$ cat config.mk
export PLATFORM = sky130hd
export DESIGN_NAME = nasti_stream_mux_flat
export DESIGN_NICKNAME = d
export VERILOG_FILES = /design/src/rtl/nasti_stream_mux_pkg.sv /design/src/rtl/nasti_stream_mux_if.sv /design/src/rtl/nasti_stream_mux_arbiter.sv /design/src/rtl/nasti_stream_mux.sv /design/src/flat_wrapper.sv
export SDC_FILE = /design/constraint.sdc
export NUM_CORES = 1
export LEC_CHECK = 0
export ABC_CLOCK_PERIOD_IN_PS = 5250
export CORE_AREA = 8 8 163 165
export CTS_CLUSTER_SIZE = 12
export DETAILED_ROUTE_END_ITERATION = 12
export DIE_AREA = 0 0 171 173
export GPL_TIMING_DRIVEN = 1
export MAX_ROUTING_LAYER = met4
export SKIP_CTS_REPAIR_TIMING = 1
export SYNTH_ARGS = -nofsm -noshare
export SYNTH_HDL_FRONTEND = slang
export SYNTH_HIERARCHICAL = 1
export SYNTH_SLANG_ARGS = --single-unit
$ cat constraint.sdc
create_clock -name clk -period 5.25 [get_ports clk]
set_input_delay 0.525 -clock clk [delete_from_list [all_inputs] [get_ports clk]]
set_output_delay 0.525 -clock clk [all_outputs]
set_load 0.03 [all_outputs]
$ cat src/rtl/nasti_stream_mux_pkg.sv
// rtl/nasti_stream_mux_pkg.sv - shared types and helpers for the NASTI-stream merge
package nasti_stream_pkg;

    localparam int MAX_STREAM_PORT = 4;

    typedef logic [1:0] port_idx_t;

    typedef enum logic {
        IDLE   = 1'b0,
        LOCKED = 1'b1
    } arb_state_t;

    // Round-robin successor of idx among n active ports.
    function automatic port_idx_t next_port(input port_idx_t idx, input int n);
        int nx;
        nx = int'(idx) + 1;
        if (nx >= n) nx = 0;
        return port_idx_t'(nx);
    endfunction

endpackage

$ cat src/rtl/nasti_stream_mux_if.sv
// rtl/nasti_stream_mux_if.sv - NASTI-stream channel interface with master/slave views
interface nasti_stream_channel #(
    parameter int ID_WIDTH   = 1,
    parameter int DEST_WIDTH = 1,
    parameter int USER_WIDTH = 1,
    parameter int DATA_WIDTH = 64
);
    logic                      t_valid;
    logic                      t_ready;
    logic [DATA_WIDTH-1:0]     t_data;
    logic [DATA_WIDTH/8-1:0]   t_strb;
    logic [DATA_WIDTH/8-1:0]   t_keep;
    logic                      t_last;
    logic [ID_WIDTH-1:0]       t_id;
    logic [DEST_WIDTH-1:0]     t_dest;
    logic [USER_WIDTH-1:0]     t_user;

    modport master (
        output t_valid, t_data, t_strb, t_keep, t_last, t_id, t_dest, t_user,
        input  t_ready
    );

    modport slave (
        input  t_valid, t_data, t_strb, t_keep, t_last, t_id, t_dest, t_user,
        output t_ready
    );
endinterface

$ cat src/rtl/nasti_stream_mux_arbiter.sv
// rtl/nasti_stream_mux_arbiter.sv - combinational round-robin pick starting at ptr
module nasti_stream_rr_arbiter
    import nasti_stream_pkg::*;
#(
    parameter int N = 4
) (
    input  logic [N-1:0] req,
    input  port_idx_t    ptr,
    output logic [N-1:0] grant_onehot,
    output port_idx_t    grant_idx,
    output logic         grant_valid
);
    logic [MAX_STREAM_PORT-1:0] req_pad;
    port_idx_t                  idx;
    int                         k;

    assign req_pad = MAX_STREAM_PORT'(req);

    always_comb begin
        grant_idx   = ptr;
        grant_valid = 1'b0;
        idx         = '0;
        k           = 0;
        for (int i = 0; i < N; i++) begin
            k = int'(ptr) + i;
            if (k >= N) k = k - N;
            idx = port_idx_t'(k);
            if (!grant_valid && req_pad[idx]) begin
                grant_valid = 1'b1;
                grant_idx   = idx;
            end
        end
    end

    for (genvar j = 0; j < N; j++) begin : g_onehot
        assign grant_onehot[j] = grant_valid && (grant_idx == port_idx_t'(j));
    end

endmodule

$ cat src/rtl/nasti_stream_mux.sv
// rtl/nasti_stream_mux.sv - packet-atomic round-robin N:1 merge with registered output
module nasti_stream_mux
    import nasti_stream_pkg::*;
#(
    parameter int N_PORT     = 1,
    parameter int ID_WIDTH   = 1,
    parameter int DEST_WIDTH = 1,
    parameter int USER_WIDTH = 1,
    parameter int DATA_WIDTH = 64,
    parameter int TAG_ID     = 0
) (
    input  logic                clk,
    input  logic                rstn,
    nasti_stream_channel.slave  in_0,
    nasti_stream_channel.slave  in_1,
    nasti_stream_channel.slave  in_2,
    nasti_stream_channel.slave  in_3,
    nasti_stream_channel.master out
);
    localparam int SW     = DATA_WIDTH / 8;
    localparam int O_DEST = USER_WIDTH;
    localparam int O_ID   = O_DEST + DEST_WIDTH;
    localparam int O_LAST = O_ID + ID_WIDTH;
    localparam int O_KEEP = O_LAST + 1;
    localparam int O_STRB = O_KEEP + SW;
    localparam int O_DATA = O_STRB + SW;
    localparam int PW     = O_DATA + DATA_WIDTH;

    if (N_PORT < 1 || N_PORT > MAX_STREAM_PORT) begin : g_bad_nport
        $error("nasti_stream_mux: N_PORT must be 1..4");
    end
    if (TAG_ID != 0 && (2 ** ID_WIDTH) < N_PORT) begin : g_bad_tag
        $error("nasti_stream_mux: ID_WIDTH too narrow to tag source port");
    end

    logic [MAX_STREAM_PORT-1:0] in_valid;
    logic [MAX_STREAM_PORT-1:0] in_ready;
    logic [PW-1:0]              in_pay [MAX_STREAM_PORT];

    // Payload packed as {data, strb, keep, last, id, dest, user}.
    assign in_valid  = {in_3.t_valid, in_2.t_valid, in_1.t_valid, in_0.t_valid};
    assign in_pay[0] = {in_0.t_data, in_0.t_strb, in_0.t_keep, in_0.t_last, in_0.t_id, in_0.t_dest, in_0.t_user};
    assign in_pay[1] = {in_1.t_data, in_1.t_strb, in_1.t_keep, in_1.t_last, in_1.t_id, in_1.t_dest, in_1.t_user};
    assign in_pay[2] = {in_2.t_data, in_2.t_strb, in_2.t_keep, in_2.t_last, in_2.t_id, in_2.t_dest, in_2.t_user};
    assign in_pay[3] = {in_3.t_data, in_3.t_strb, in_3.t_keep, in_3.t_last, in_3.t_id, in_3.t_dest, in_3.t_user};
    assign in_0.t_ready = in_ready[0];
    assign in_1.t_ready = in_ready[1];
    assign in_2.t_ready = in_ready[2];
    assign in_3.t_ready = in_ready[3];

    arb_state_t         state;
    port_idx_t          ptr;
    port_idx_t          grant;
    port_idx_t          sel;
    port_idx_t          arb_idx;
    logic               arb_valid;
    logic [N_PORT-1:0]  arb_onehot;
    logic               sel_ok;
    logic               can_load;
    logic               accept;
    logic               ld_last;
    logic [PW-1:0]      ld_pay;
    logic               out_valid_q;
    logic [PW-1:0]      out_pay_q;

    nasti_stream_rr_arbiter #(.N(N_PORT)) u_arb (
        .req          (in_valid[N_PORT-1:0]),
        .ptr          (ptr),
        .grant_onehot (arb_onehot),
        .grant_idx    (arb_idx),
        .grant_valid  (arb_valid)
    );

    assign can_load = !out_valid_q || out.t_ready;

    always_comb begin
        sel    = (state == LOCKED) ? grant : arb_idx;
        sel_ok = (state == LOCKED) || arb_valid;
        ld_pay = in_pay[sel];
        if (TAG_ID != 0) ld_pay[O_ID +: ID_WIDTH] = ID_WIDTH'(sel);
        ld_last = ld_pay[O_LAST];
        accept  = can_load && sel_ok && in_valid[sel];
    end

    // While locked the granted port keeps ready even when its valid drops.
    for (genvar k = 0; k < MAX_STREAM_PORT; k++) begin : g_ready
        if (k < N_PORT) begin : g_act
            assign in_ready[k] = rstn && can_load &&
                ((state == LOCKED) ? (grant == port_idx_t'(k)) : arb_onehot[k]);
        end else begin : g_off
            assign in_ready[k] = 1'b0;
        end
    end

    always_ff @(posedge clk or negedge rstn) begin
        if (!rstn) begin
            out_valid_q <= 1'b0;
            out_pay_q   <= '0;
            state       <= IDLE;
            grant       <= '0;
            ptr         <= '0;
        end else if (accept) begin
            out_valid_q <= 1'b1;
            out_pay_q   <= ld_pay;
            if (ld_last) begin
                state <= IDLE;
                ptr   <= next_port(sel, N_PORT);
            end else begin
                state <= LOCKED;
                grant <= sel;
            end
        end else if (out.t_ready) begin
            out_valid_q <= 1'b0;
        end
    end

    assign out.t_valid = out_valid_q;
    assign out.t_data  = out_pay_q[O_DATA +: DATA_WIDTH];
    assign out.t_strb  = out_pay_q[O_STRB +: SW];
    assign out.t_keep  = out_pay_q[O_KEEP +: SW];
    assign out.t_last  = out_pay_q[O_LAST];
    assign out.t_id    = out_pay_q[O_ID +: ID_WIDTH];
    assign out.t_dest  = out_pay_q[O_DEST +: DEST_WIDTH];
    assign out.t_user  = out_pay_q[0 +: USER_WIDTH];

endmodule

$ cat src/flat_wrapper.sv
// flat-port wrapper written by rule: the top's interface ports become plain ports
module nasti_stream_mux_flat import nasti_stream_pkg::*;
#(
    parameter int N_PORT     = 1,
    parameter int ID_WIDTH   = 1,
    parameter int DEST_WIDTH = 1,
    parameter int USER_WIDTH = 1,
    parameter int DATA_WIDTH = 64,
    parameter int TAG_ID     = 0
)
  (clk, rstn, in_0_t_valid, in_0_t_data, in_0_t_strb, in_0_t_keep, in_0_t_last, in_0_t_id, in_0_t_dest, in_0_t_user, in_0_t_ready, in_1_t_valid, in_1_t_data, in_1_t_strb, in_1_t_keep, in_1_t_last, in_1_t_id, in_1_t_dest, in_1_t_user, in_1_t_ready, in_2_t_valid, in_2_t_data, in_2_t_strb, in_2_t_keep, in_2_t_last, in_2_t_id, in_2_t_dest, in_2_t_user, in_2_t_ready, in_3_t_valid, in_3_t_data, in_3_t_strb, in_3_t_keep, in_3_t_last, in_3_t_id, in_3_t_dest, in_3_t_user, in_3_t_ready, out_t_valid, out_t_data, out_t_strb, out_t_keep, out_t_last, out_t_id, out_t_dest, out_t_user, out_t_ready);
  nasti_stream_channel #(.ID_WIDTH(ID_WIDTH), .DEST_WIDTH(DEST_WIDTH), .USER_WIDTH(USER_WIDTH), .DATA_WIDTH(DATA_WIDTH)) in_0_i ();
  nasti_stream_channel #(.ID_WIDTH(ID_WIDTH), .DEST_WIDTH(DEST_WIDTH), .USER_WIDTH(USER_WIDTH), .DATA_WIDTH(DATA_WIDTH)) in_1_i ();
  nasti_stream_channel #(.ID_WIDTH(ID_WIDTH), .DEST_WIDTH(DEST_WIDTH), .USER_WIDTH(USER_WIDTH), .DATA_WIDTH(DATA_WIDTH)) in_2_i ();
  nasti_stream_channel #(.ID_WIDTH(ID_WIDTH), .DEST_WIDTH(DEST_WIDTH), .USER_WIDTH(USER_WIDTH), .DATA_WIDTH(DATA_WIDTH)) in_3_i ();
  nasti_stream_channel #(.ID_WIDTH(ID_WIDTH), .DEST_WIDTH(DEST_WIDTH), .USER_WIDTH(USER_WIDTH), .DATA_WIDTH(DATA_WIDTH)) out_i ();
  input  logic clk;
  input  logic rstn;
  input wire logic [$bits(in_0_i.t_valid)-1:0] in_0_t_valid;
  input wire logic [$bits(in_0_i.t_data)-1:0] in_0_t_data;
  input wire logic [$bits(in_0_i.t_strb)-1:0] in_0_t_strb;
  input wire logic [$bits(in_0_i.t_keep)-1:0] in_0_t_keep;
  input wire logic [$bits(in_0_i.t_last)-1:0] in_0_t_last;
  input wire logic [$bits(in_0_i.t_id)-1:0] in_0_t_id;
  input wire logic [$bits(in_0_i.t_dest)-1:0] in_0_t_dest;
  input wire logic [$bits(in_0_i.t_user)-1:0] in_0_t_user;
  output wire logic [$bits(in_0_i.t_ready)-1:0] in_0_t_ready;
  input wire logic [$bits(in_1_i.t_valid)-1:0] in_1_t_valid;
  input wire logic [$bits(in_1_i.t_data)-1:0] in_1_t_data;
  input wire logic [$bits(in_1_i.t_strb)-1:0] in_1_t_strb;
  input wire logic [$bits(in_1_i.t_keep)-1:0] in_1_t_keep;
  input wire logic [$bits(in_1_i.t_last)-1:0] in_1_t_last;
  input wire logic [$bits(in_1_i.t_id)-1:0] in_1_t_id;
  input wire logic [$bits(in_1_i.t_dest)-1:0] in_1_t_dest;
  input wire logic [$bits(in_1_i.t_user)-1:0] in_1_t_user;
  output wire logic [$bits(in_1_i.t_ready)-1:0] in_1_t_ready;
  input wire logic [$bits(in_2_i.t_valid)-1:0] in_2_t_valid;
  input wire logic [$bits(in_2_i.t_data)-1:0] in_2_t_data;
  input wire logic [$bits(in_2_i.t_strb)-1:0] in_2_t_strb;
  input wire logic [$bits(in_2_i.t_keep)-1:0] in_2_t_keep;
  input wire logic [$bits(in_2_i.t_last)-1:0] in_2_t_last;
  input wire logic [$bits(in_2_i.t_id)-1:0] in_2_t_id;
  input wire logic [$bits(in_2_i.t_dest)-1:0] in_2_t_dest;
  input wire logic [$bits(in_2_i.t_user)-1:0] in_2_t_user;
  output wire logic [$bits(in_2_i.t_ready)-1:0] in_2_t_ready;
  input wire logic [$bits(in_3_i.t_valid)-1:0] in_3_t_valid;
  input wire logic [$bits(in_3_i.t_data)-1:0] in_3_t_data;
  input wire logic [$bits(in_3_i.t_strb)-1:0] in_3_t_strb;
  input wire logic [$bits(in_3_i.t_keep)-1:0] in_3_t_keep;
  input wire logic [$bits(in_3_i.t_last)-1:0] in_3_t_last;
  input wire logic [$bits(in_3_i.t_id)-1:0] in_3_t_id;
  input wire logic [$bits(in_3_i.t_dest)-1:0] in_3_t_dest;
  input wire logic [$bits(in_3_i.t_user)-1:0] in_3_t_user;
  output wire logic [$bits(in_3_i.t_ready)-1:0] in_3_t_ready;
  output wire logic [$bits(out_i.t_valid)-1:0] out_t_valid;
  output wire logic [$bits(out_i.t_data)-1:0] out_t_data;
  output wire logic [$bits(out_i.t_strb)-1:0] out_t_strb;
  output wire logic [$bits(out_i.t_keep)-1:0] out_t_keep;
  output wire logic [$bits(out_i.t_last)-1:0] out_t_last;
  output wire logic [$bits(out_i.t_id)-1:0] out_t_id;
  output wire logic [$bits(out_i.t_dest)-1:0] out_t_dest;
  output wire logic [$bits(out_i.t_user)-1:0] out_t_user;
  input wire logic [$bits(out_i.t_ready)-1:0] out_t_ready;
  assign in_0_i.t_valid = in_0_t_valid;
  assign in_0_i.t_data = in_0_t_data;
  assign in_0_i.t_strb = in_0_t_strb;
  assign in_0_i.t_keep = in_0_t_keep;
  assign in_0_i.t_last = in_0_t_last;
  assign in_0_i.t_id = in_0_t_id;
  assign in_0_i.t_dest = in_0_t_dest;
  assign in_0_i.t_user = in_0_t_user;
  assign in_0_t_ready = in_0_i.t_ready;
  assign in_1_i.t_valid = in_1_t_valid;
  assign in_1_i.t_data = in_1_t_data;
  assign in_1_i.t_strb = in_1_t_strb;
  assign in_1_i.t_keep = in_1_t_keep;
  assign in_1_i.t_last = in_1_t_last;
  assign in_1_i.t_id = in_1_t_id;
  assign in_1_i.t_dest = in_1_t_dest;
  assign in_1_i.t_user = in_1_t_user;
  assign in_1_t_ready = in_1_i.t_ready;
  assign in_2_i.t_valid = in_2_t_valid;
  assign in_2_i.t_data = in_2_t_data;
  assign in_2_i.t_strb = in_2_t_strb;
  assign in_2_i.t_keep = in_2_t_keep;
  assign in_2_i.t_last = in_2_t_last;
  assign in_2_i.t_id = in_2_t_id;
  assign in_2_i.t_dest = in_2_t_dest;
  assign in_2_i.t_user = in_2_t_user;
  assign in_2_t_ready = in_2_i.t_ready;
  assign in_3_i.t_valid = in_3_t_valid;
  assign in_3_i.t_data = in_3_t_data;
  assign in_3_i.t_strb = in_3_t_strb;
  assign in_3_i.t_keep = in_3_t_keep;
  assign in_3_i.t_last = in_3_t_last;
  assign in_3_i.t_id = in_3_t_id;
  assign in_3_i.t_dest = in_3_t_dest;
  assign in_3_i.t_user = in_3_t_user;
  assign in_3_t_ready = in_3_i.t_ready;
  assign out_t_valid = out_i.t_valid;
  assign out_t_data = out_i.t_data;
  assign out_t_strb = out_i.t_strb;
  assign out_t_keep = out_i.t_keep;
  assign out_t_last = out_i.t_last;
  assign out_t_id = out_i.t_id;
  assign out_t_dest = out_i.t_dest;
  assign out_t_user = out_i.t_user;
  assign out_i.t_ready = out_t_ready;
  nasti_stream_mux #(.N_PORT(N_PORT), .ID_WIDTH(ID_WIDTH), .DEST_WIDTH(DEST_WIDTH), .USER_WIDTH(USER_WIDTH), .DATA_WIDTH(DATA_WIDTH), .TAG_ID(TAG_ID)) u_core (.clk(clk), .rstn(rstn), .in_0(in_0_i), .in_1(in_1_i), .in_2(in_2_i), .in_3(in_3_i), .out(out_i));
endmodule
Yosys cells after proc, flatten, opt, wreduce, memory -nomap -nowiden
Cells that the tools add are included.
{"block": "totals", "input_bits": 343, "out_inout_bits": 89, "word_cells": 43, "regBits": 90}
{"block": "op_classes", "addsub": 2, "mux": 16, "magnitude_cmp": 5, "reduce_logical": 13, "bitwise_logic": 2}
{"cell": "$bmux 84 s2", "count": 1}
{"cell": "$mux 84", "count": 2}
{"cell": "$mux 2", "count": 4}
{"cell": "$mux 1", "count": 7}
{"cell": "$lt 2x3->1 const B", "count": 2}
{"cell": "$logic_and 1x1->1", "count": 5}
{"cell": "$bmux 1 s2", "count": 2}
{"cell": "$logic_not 2->1", "count": 2}
{"cell": "$reduce_and 2->1", "count": 2}
{"cell": "$add 2x1->3 const B", "count": 1}
{"cell": "$ge 3x1->1 const B", "count": 1}
{"cell": "$ge 3x3->1 const B", "count": 1}
{"cell": "$not 2->3", "count": 1}
{"cell": "$ge 2x1->1 const B", "count": 1}
{"cell": "$logic_or 1x1->1", "count": 2}
{"cell": "$reduce_bool 2->1", "count": 1}
{"cell": "$sub 2x1->2 const B", "count": 1}
{"cell": "$logic_not 1->1", "count": 1}
{"cell": "$not 1->1", "count": 1}

Logic depth before layout (Yosys ltp)
Gate-level depths: netlist (run 1).
{"block": "depth", "word_depth": 12, "depth_mapped": 9, "ltp_nobuf": 7}

Cells and area by module
Netlist (run 1), hierarchy kept.
{"module": "nasti_stream_mux", "seq_area_each_um2": 2252.2, "n_inst": 1, "cells_per_inst": 693, "area_each_um2": 6382.4}
{"module": "nasti_stream_rr_arbiter", "seq_area_each_um2": 0.0, "n_inst": 1, "cells_per_inst": 4, "area_each_um2": 27.5}

Worst setup path before layout (run 1)
No wires, ideal clock.
{"block": "synth_timing", "kind": "input -> register", "start": "input port in_0_t_valid", "end": "register u_core.ptr[1]", "arrival_time_ns": 2.168, "slack_ns": 2.954, "t_required_ns": 5.122, "setup_time_ns": 0.128, "path_stages": 8, "path_buffers": 2, "path_cell_list": "nor2b_2 > nor2b_2 > mux2i_4 > buf_2 > clkbuf_1 > ha_1 > and3b_1 > mux2_1"}
{"block": "synth_between", "elab_chain_cells": 9, "word_cells_on_any_way": 18, "classes_between": "1 x add/sub; 1 x order compare; 11 x mux; 1 x bitwise; 4 x reduce/logical"}
{"element": "from (decl)", "line": "flat_wrapper.sv:19", "rtl": "input wire logic [$bits(in_0_i.t_valid)-1:0] in_0_t_valid;"}
{"element": "$bmux 1 s2 *", "line": "nasti_stream_mux_arbiter.sv:28", "rtl": "if (!grant_valid && req_pad[idx]) begin"}
{"element": "$mux 1 (not written as such) *", "line": "nasti_stream_mux_arbiter.sv:28"}
{"element": "$mux 2 *", "line": "nasti_stream_mux_arbiter.sv:28"}
{"element": "via u_core.arb_idx[0]", "line": "nasti_stream_mux.sv:55", "rtl": "port_idx_t arb_idx;"}
{"element": "$mux 2 *", "line": "nasti_stream_mux.sv:77", "rtl": "sel = (state == LOCKED) ? grant : arb_idx;"}
{"element": "parallel branches: the longest is 5 deep, another holds $add 2x1->3"}
{"element": "to (signal assigned)", "line": "nasti_stream_mux.sv:107", "rtl": "ptr <= next_port(sel, N_PORT);"}
{"element": "to (decl)", "line": "nasti_stream_mux.sv:52", "rtl": "port_idx_t ptr;"}
Mark *: on every way through the listed nets, which the timed path passes. The select of a mux whose other input is x is not followed.
A chain may end at the register's enable or synchronous reset.

Final worst setup path (run 1)
{"block": "layout_timing", "start": "register u_core.state", "end": "register u_core.out_pay_q[83]"}
{"block": "layout_between", "elab_chain_cells": 5, "word_cells_on_any_way": 10, "classes_between": "6 x mux; 1 x bitwise; 3 x reduce/logical"}
{"element": "from (decl)", "line": "nasti_stream_mux.sv:51", "rtl": "arb_state_t state;"}
{"element": "from (signal assigned)", "line": "nasti_stream_mux.sv:99", "rtl": "state <= IDLE;"}
{"element": "from (signal assigned)", "line": "nasti_stream_mux.sv:106", "rtl": "state <= IDLE;"}
{"element": "from (signal assigned)", "line": "nasti_stream_mux.sv:109", "rtl": "state <= LOCKED;"}
{"element": "$mux 2", "line": "nasti_stream_mux.sv:77"}
{"element": "$not 2->3 (not written as such)", "line": "nasti_stream_mux.sv:79", "rtl": "ld_pay = in_pay[sel];"}
{"element": "$bmux 84 s2", "line": "nasti_stream_mux.sv:79"}
{"element": "$mux 84 (not written as such) (2 in series)", "line": "nasti_stream_mux.sv:79"}
{"element": "to (signal assigned)", "line": "nasti_stream_mux.sv:104", "rtl": "out_pay_q <= ld_pay;"}
{"element": "to (decl)", "line": "nasti_stream_mux.sv:64", "rtl": "logic [PW-1:0] out_pay_q;"}
Several ways; a longest one is shown, not always the timed one. The select of a mux whose other input is x is not followed.

==> results of run 1 <==
==> state kept, by name, indices dropped and copies added, names as in the netlist <==
name	flops
u_core/ptr	2
u_core/out_pay_q	84
u_core/state	1
u_core/grant	2
u_core/out.t_valid	1
==> cells by family (layout without fill, tap and decap cells) <==
| logic type | count (synthesis) | in the layout | synth area share |
|---|---|---|---|
| flops | 90 | 90 | 0.351 |
| compound gates | 175 | 175 | 0.195 |
| fa+ha+maj | 2 | 2 | 0.00390 |
| buf+inv | 71 | 458 | 0.0564 |
| mux | 92 | 92 | 0.194 |
| simple gates | 266 | 266 | 0.199 |
| other cells | 1 | 3 | 0.000585 |
==> cell usage after synthesis, types with 3 or more instances <==
library cell  count
buf_6             9
a211oi_1         83
buf_4             3
nand2_1         166
mux2i_1           3
mux2_2           18
a31oi_1          83
mux2_4           54
clkbuf_1         42
buf_2            13
and2_1           39
dfrtp_1          90
nand2b_1          5
and2_0           44
mux2_1           16
nor2b_1           4
==> layout by cell type, fill, tap and decap left out, drive strengths merged, types with 2 or more instances in the layout <==
cell type	n
clkdlybuf4s50	427
nand2	166
dfrtp	90
mux2	88
a211oi	83
a31oi	83
and2	83
buf	12
clkbuf	10
nor2b	6
nand2b	5
mux2i	4
inv	4
conb	3
clkinv	3
o21ai	2
and3b	2
ha	2
==> worst register-to-register path, cell delays in order, from the launching register on <==
cell	delay [ns]
dfrtp_1	0.57
mux2_4	0.64
inv_4	0.53
buf_4	0.45
a211oi_1	0.41
a31oi_1	0.10
mux2_1	0.33
==> power by group <==
part	internal (uW)	leakage, uW	total, uW	switching [uW]
Combinational	1720	0.00322	3530	1810
Clock	383	0.000149	668	285
Sequential	1060	0.00105	1270	210
==> how the worst max path moves through the flow <==
stage / to / slack, ns / cells past startpoint
6_report: u_core/out_pay_q[83] / 2.11 / 6
5_1_grt: u_core/out_pay_q[83] / 1.86 / 6
4_1_cts: u_core/out_pay_q[83] / 2.01 / 6
3_5_place_dp: u_core/ptr[1] / 1.87 / 8
3_3_place_gp: u_core/ptr[1] / 1.91 / 8
2_1_floorplan: u_core/ptr[1] / 2.95 / 8
==> through the flow <==
| step | util | area, um^2 | total power (uW) |
|---|---|---|---|
| floorplan | - | 6420 | 3540 |
| global placement | 0.452 | 10800 | 4810 |
| CTS | 0.465 | 11100 | 5560 |
| global route | 0.465 | 11100 | 5800 |
| finish | 0.465 | 11100 | 5470 |
| detailed placement | 0.452 | 10800 | 4850 |
==> layout make-up <==
| type | count | area, um^2 | area share |
|---|---|---|---|
| Tap cell | 324 | 405 | 0.0364 |
| Timing Repair Buffer | 439 | 4360 | 0.392 |
| Clock inverter | 6 | 65.1 | 0.00584 |
| Inverter | 3 | 13.8 | 0.00124 |
| Sequential cell | 90 | 2250 | 0.202 |
| Multi-Input combinational cell | 538 | 3800 | 0.341 |
| Clock buffer | 10 | 239 | 0.0214 |
==> per-layer routing <==
layer	GRT usage	part of all wire	routed length, um	vias up
li1	-	-	-	3243
met1	0.214	0.41	11300	3155
met2	0.306	0.48	13300	301
met3	0.0601	0.089	2460	32
met4	0.0580	0.024	669	0
met5	-	0	0	-
==> results.json, run 1 <==
{
  "hpwl_mm": 21.6,
  "maxClockFrequency_ghz": 0.319,
  "timing.slew.headroom": 0.275,
  "ys_dominant_reg_cell": "dfrtp_1",
  "wirelength_mm": 27.8,
  "post_drt_wl_per_cell_um": 19.7,
  "min_period_ns": 3.14,
  "fin_hold_ws_ns": 0.195,
  "period_share": 0.598,
  "tritoncts": "yes",
  "r2r-start": "u_core/state",
  "slowest_cell_on_the_critical_path": "mux2_4",
  "r2r-end": "u_core/out_pay_q[83]",
  "finClkSkew_ns": 0.00921,
  "clock_tree_buffer_depth": 2,
  "nets": 1426,
  "async_s_r_ff_share_synth": 1.00,
  "critical_path.max_fanout": 100,
  "ctsRootBufferMaster": "clkbuf_16",
  "grt_overflow": 0,
  "drv.max_cap_violation_count": 0,
  "post_drt_via_cell_ratio": 4.77,
  "synth_area_um2": 6410,
  "r2r.worst_path.cells": 6,
  "critPathKind": "flop to flop",
  "grt_max_degree": 101,
  "timing_max_transition_violations_final": 0,
  "grt_setup_unrepaired": "no",
  "num_rows": 57,
  "synth_largest_type_area_fraction": 0.351,
  "core_area_um2": 24000,
  "synth.yosys.seq_area_share": 0.351,
  "floorplan.io_pins": 432,
  "synth-edff-count": 0,
  "grt_use_total": 0.187,
  "synth_warnings": 6,
  "worst_setup_path_startpoint": "u_core/state",
  "worst_hold_path_type": "input pin to asynchronous set/reset pin",
  "layout-area-overhead-vs-synth_pct": 73.8,
  "cp-start-kind": "flop",
  "netlist_top_cells_area": "dfrtp_1 (35%), mux2_4 (13%), a211oi_1 (9.7%)",
  "run_status": "completed",
  "clk_latency_ns": 0.34,
  "antenna_cells": 0,
  "antenna_violations_before_repair": 0,
  "preCtsSetupSlack_ns": 1.87,
  "port_buffers": 428,
  "yosys_register_bits": 90,
  "critPathRequiredTime_ns": 5.47,
  "fp.dieArea_um2": 29600,
  "setup.reg_to_reg.worst_slack_ns": 2.11,
  "setup-violations-final": 0,
  "final_std_cells_w_o_fill": 1410,
  "first_pass_iters": 5,
  "avgSynthCellArea_um2": 9.20,
  "detail_route.iter0.violations": 374,
  "critical_path.max_stage_delay_ns": 0.64,
  "n_fill_cell": 2388,
  "cts_max_level": 3,
  "dr_total_vias": 6731,
  "max_slew.worst_pin.slew_ns": 1.09,
  "synth_cell_type_count": 36,
  "final.setup.worst_slack_ns": 2.11,
  "ant_nets": 0,
  "replace_congestion": 0.859,
  "critical_path_arrival_ns": 3.36,
  "grt_pass1_wl_mm": 41.8,
  "drt_drc_violations_left": 0,
  "die_h_um": 173,
  "critical_path_buf_inv_count": 2,
  "peakVddDrop_mv": 0.257,
  "final_layout_size_suffix_gt1_frac": 0.101,
  "start_util": 0.267,
  "dp_cells": 1394,
  "cellLeakagePower_uw": 0.00442,
  "cp_cell_sequence": "mux2_4 > inv_4 > buf_4 > a211oi_1 > a31oi_1 > mux2_1",
  "timing.final.hold_violations": 0,
  "cts.sink_count": 90,
  "numCtsBuffers": 9,
  "crit_path_end_kind": "flop",
  "finalSetupTns_ns": 0,
  "path_clk_slew_ns": 0.07,
  "fp.dieW_um": 171,
  "first_global_vias": 7122,
  "cellPowerDensity_nw_per_um2": 491,
  "netlist_instances": 697,
  "gate_family_responsible_for_the_most_delay_along_the_worst_path": "multiplexers",
  "synth_area_leader_cell": "dfrtp_1"
}
Note: power is estimated with default switching activity, not from simulation.
==> run 2, diff against run 1 <==
- ABC_CLOCK_PERIOD_IN_PS: 5250 -> 2650
- CORE_AREA: 8 8 163 165 -> 8 8 162 164
- DIE_AREA: 0 0 171 173 -> 0 0 170 172
- PLACE_DENSITY: default -> 0.67
- clock period: 5.25 -> 2.65 ns (I/O delays scaled with it)
==> run 2 against run 1 <==
Compared with the run above: the flow now finishes with violations (hold timing); die area is 1.2% lower; clock power is 93% higher; total power is 100% higher.
==> results.json, run 2 (synthesized netlist as in run 1, its figures left out) <==
{
  "combinationalPowerShare": 0.659,
  "ctsRootBufferMaster": "clkbuf_16",
  "clock_tree_buffer_depth": 2,
  "setup-violations-final": 0,
  "port_buffers": 428,
  "tritoncts": "yes",
  "numCtsBuffers": 9,
  "post_drt_wl_per_cell_um": 18.4,
  "r2r-start": "u_core/ptr[1]",
  "cts.sink_count": 90,
  "violations": "hold timing",
  "detail_route.iter0.violations": 306,
  "fin_hold_ws_ns": -0.00560,
  "run_status": "complete, but fails checks",
  "cp-start-kind": "flop",
  "layout-area-overhead-vs-synth_pct": 77.5,
  "drv.max_cap_violation_count": 0,
  "critical_path_arrival_ns": 2.55,
  "fp.dieW_um": 170,
  "crit_path_end_kind": "flop",
  "antenna_violations_before_repair": 0,
  "r2r.worst_path.cells": 9,
  "dr_total_vias": 6691,
  "hpwl_mm": 21.0,
  "final.setup.worst_slack_ns": 0.327,
  "critical_path.max_fanout": 38,
  "post_drt_via_cell_ratio": 4.69,
  "floorplan.io_pins": 432,
  "drt_drc_violations_left": 0,
  "mostFrequentLayoutCells": "clkdlybuf4s50_1 (427), nand2_1 (166), dfrtp_1 (90)",
  "switching_component_of_the_power_uw": 4570,
  "r2r-end": "u_core/out_pay_q[12]",
  "setup.reg_to_reg.worst_slack_ns": 0.33,
  "timing.final.hold_violations": 3,
  "cellLeakagePower_uw": 0.00454,
  "cellPowerDensity_nw_per_um2": 975,
  "preCtsSetupSlack_ns": -0.00142,
  "start_util": 0.269,
  "grt_pass1_wl_mm": 39.6,
  "antenna_cells": 0,
  "fp.dieArea_um2": 29200,
  "min_period_ns": 2.32,
  "replace_congestion": 0.881,
  "finClkSkew_ns": 0.00915,
  "grt_use_total": 0.176,
  "cellInternalPower_uw": 6520,
  "worst_hold_path_type": "input pin to asynchronous set/reset pin",
  "core_area_um2": 23800,
  "maxClockFrequency_ghz": 0.431,
  "max_slew.worst_pin.slew_ns": 0.632,
  "layout_top_registers": "u_core/out_pay_q (84), u_core/grant (2), u_core/ptr (2)",
  "clk_latency_ns": 0.34,
  "first_global_vias": 7093,
  "ant_nets": 0,
  "power_frac_seq": 0.225,
  "nets": 1445,
  "num_rows": 57,
  "first_pass_iters": 5,
  "power.switching_fraction": 0.412,
  "peakVddDrop_mv": 0.481,
  "cts_max_level": 3,
  "largest-register": "u_core/out_pay_q",
  "clockPowerShare": 0.116,
  "path_clk_slew_ns": 0.07,
  "critPathRequiredTime_ns": 2.88,
  "largest_reg_flops": 84,
  "timing_max_transition_violations_final": 0,
  "die_h_um": 172,
  "timing.slew.headroom": 0.579,
  "layout_commonest_cell": "clkdlybuf4s50_1",
  "wirelength_mm": 26.3,
  "critPathKind": "flop to flop",
  "period_share": 0.876,
  "grt_setup_unrepaired": "no",
  "final_layout_size_suffix_gt1_frac": 0.115,
  "grt_overflow": 0,
  "grt_max_degree": 75
}
[run 2: cell types whose count changed in the layout (fill, tap and decap cells not counted), sizes merged]
cell,before,now
buf,12,31
clkbuf,10,11
clkinv,3,0
clkinvlp,1,3
inv,4,3
[run 2: power by group through the flow]
stage | Sequential [uW] | Combinational, uW | Clock (uW)
5_1_grt | 2590 | 7760 | 1400
3_5_place_dp | 2510 | 7400 | 0
2_1_floorplan | 3800 | 3220 | 0
6_report | 2490 | 7310 | 1290
4_1_cts | 2510 | 7420 | 1340
3_3_place_gp | 2510 | 7290 | 0
[run 2: cell type report]
type                       instances  area, um^2
clock buffer                      11         243
clock inverter                     4        52.6
fill                            2335       12400
inverter                           3        13.8
multi-input combinational        538        3800
sequential                        90        2250
tap                              324         405
timing repair buffer             458        4610
[run 2: worst max path at each step]
stage                             start              endpoint  depth (start not counted)
final                     u_core/ptr[1]  u_core/out_pay_q[12]                          9
after global routing      u_core/ptr[1]  u_core/out_pay_q[31]                          9
after CTS                 u_core/ptr[1]  u_core/out_pay_q[31]                          9
after detailed placement   in_0_t_valid  u_core/out_pay_q[31]                         10
after global placement     in_0_t_valid  u_core/out_pay_q[12]                         10
after floorplan            u_core/state         u_core/ptr[1]                          8
[run 2: metrics by stage]
| step | instances | TNS (ns) | total power (uW) | util | cell area, um^2 |
|---|---|---|---|---|---|
| after floorplan | 699 | 0 | 7010 | - | 6420 |
| after global placement | 1413 | 0 | 9810 | 0.465 | 11100 |
| after detailed placement | 1413 | -0.00142 | 9910 | 0.465 | 11100 |
| after CTS | 1428 | 0 | 11300 | 0.478 | 11400 |
| after global routing | 1428 | 0 | 11700 | 0.478 | 11400 |
| final | 1428 | 0 | 11100 | 0.478 | 11400 |
[run 2: worst max-delay path: stages, from the launching register on]
cell,delay (ns)
dfrtp_1,0.44
nor2b_2,0.17
nor2b_2,0.07
nand2b_1,0.16
a32oi_2,0.23
buf_4,0.17
a21boi_4,0.08
nor2_4,0.18
buf_12,0.27
mux2_2,0.38
[run 2: per-layer routing]
layer,global-route usage,share of wire,vias to the layer above
met2,0.279,0.47,300
met5,-,0,-
li1,-,-,3284
met3,0.0594,0.092,23
met4,0.0461,0.017,0
met1,0.214,0.42,3084
==> run 3, diff against run 2 <==
- CAP_MARGIN: default -> 30
==> results of run 3 <==
No change in the layout: final DEF, timing and power equal those of run 2.
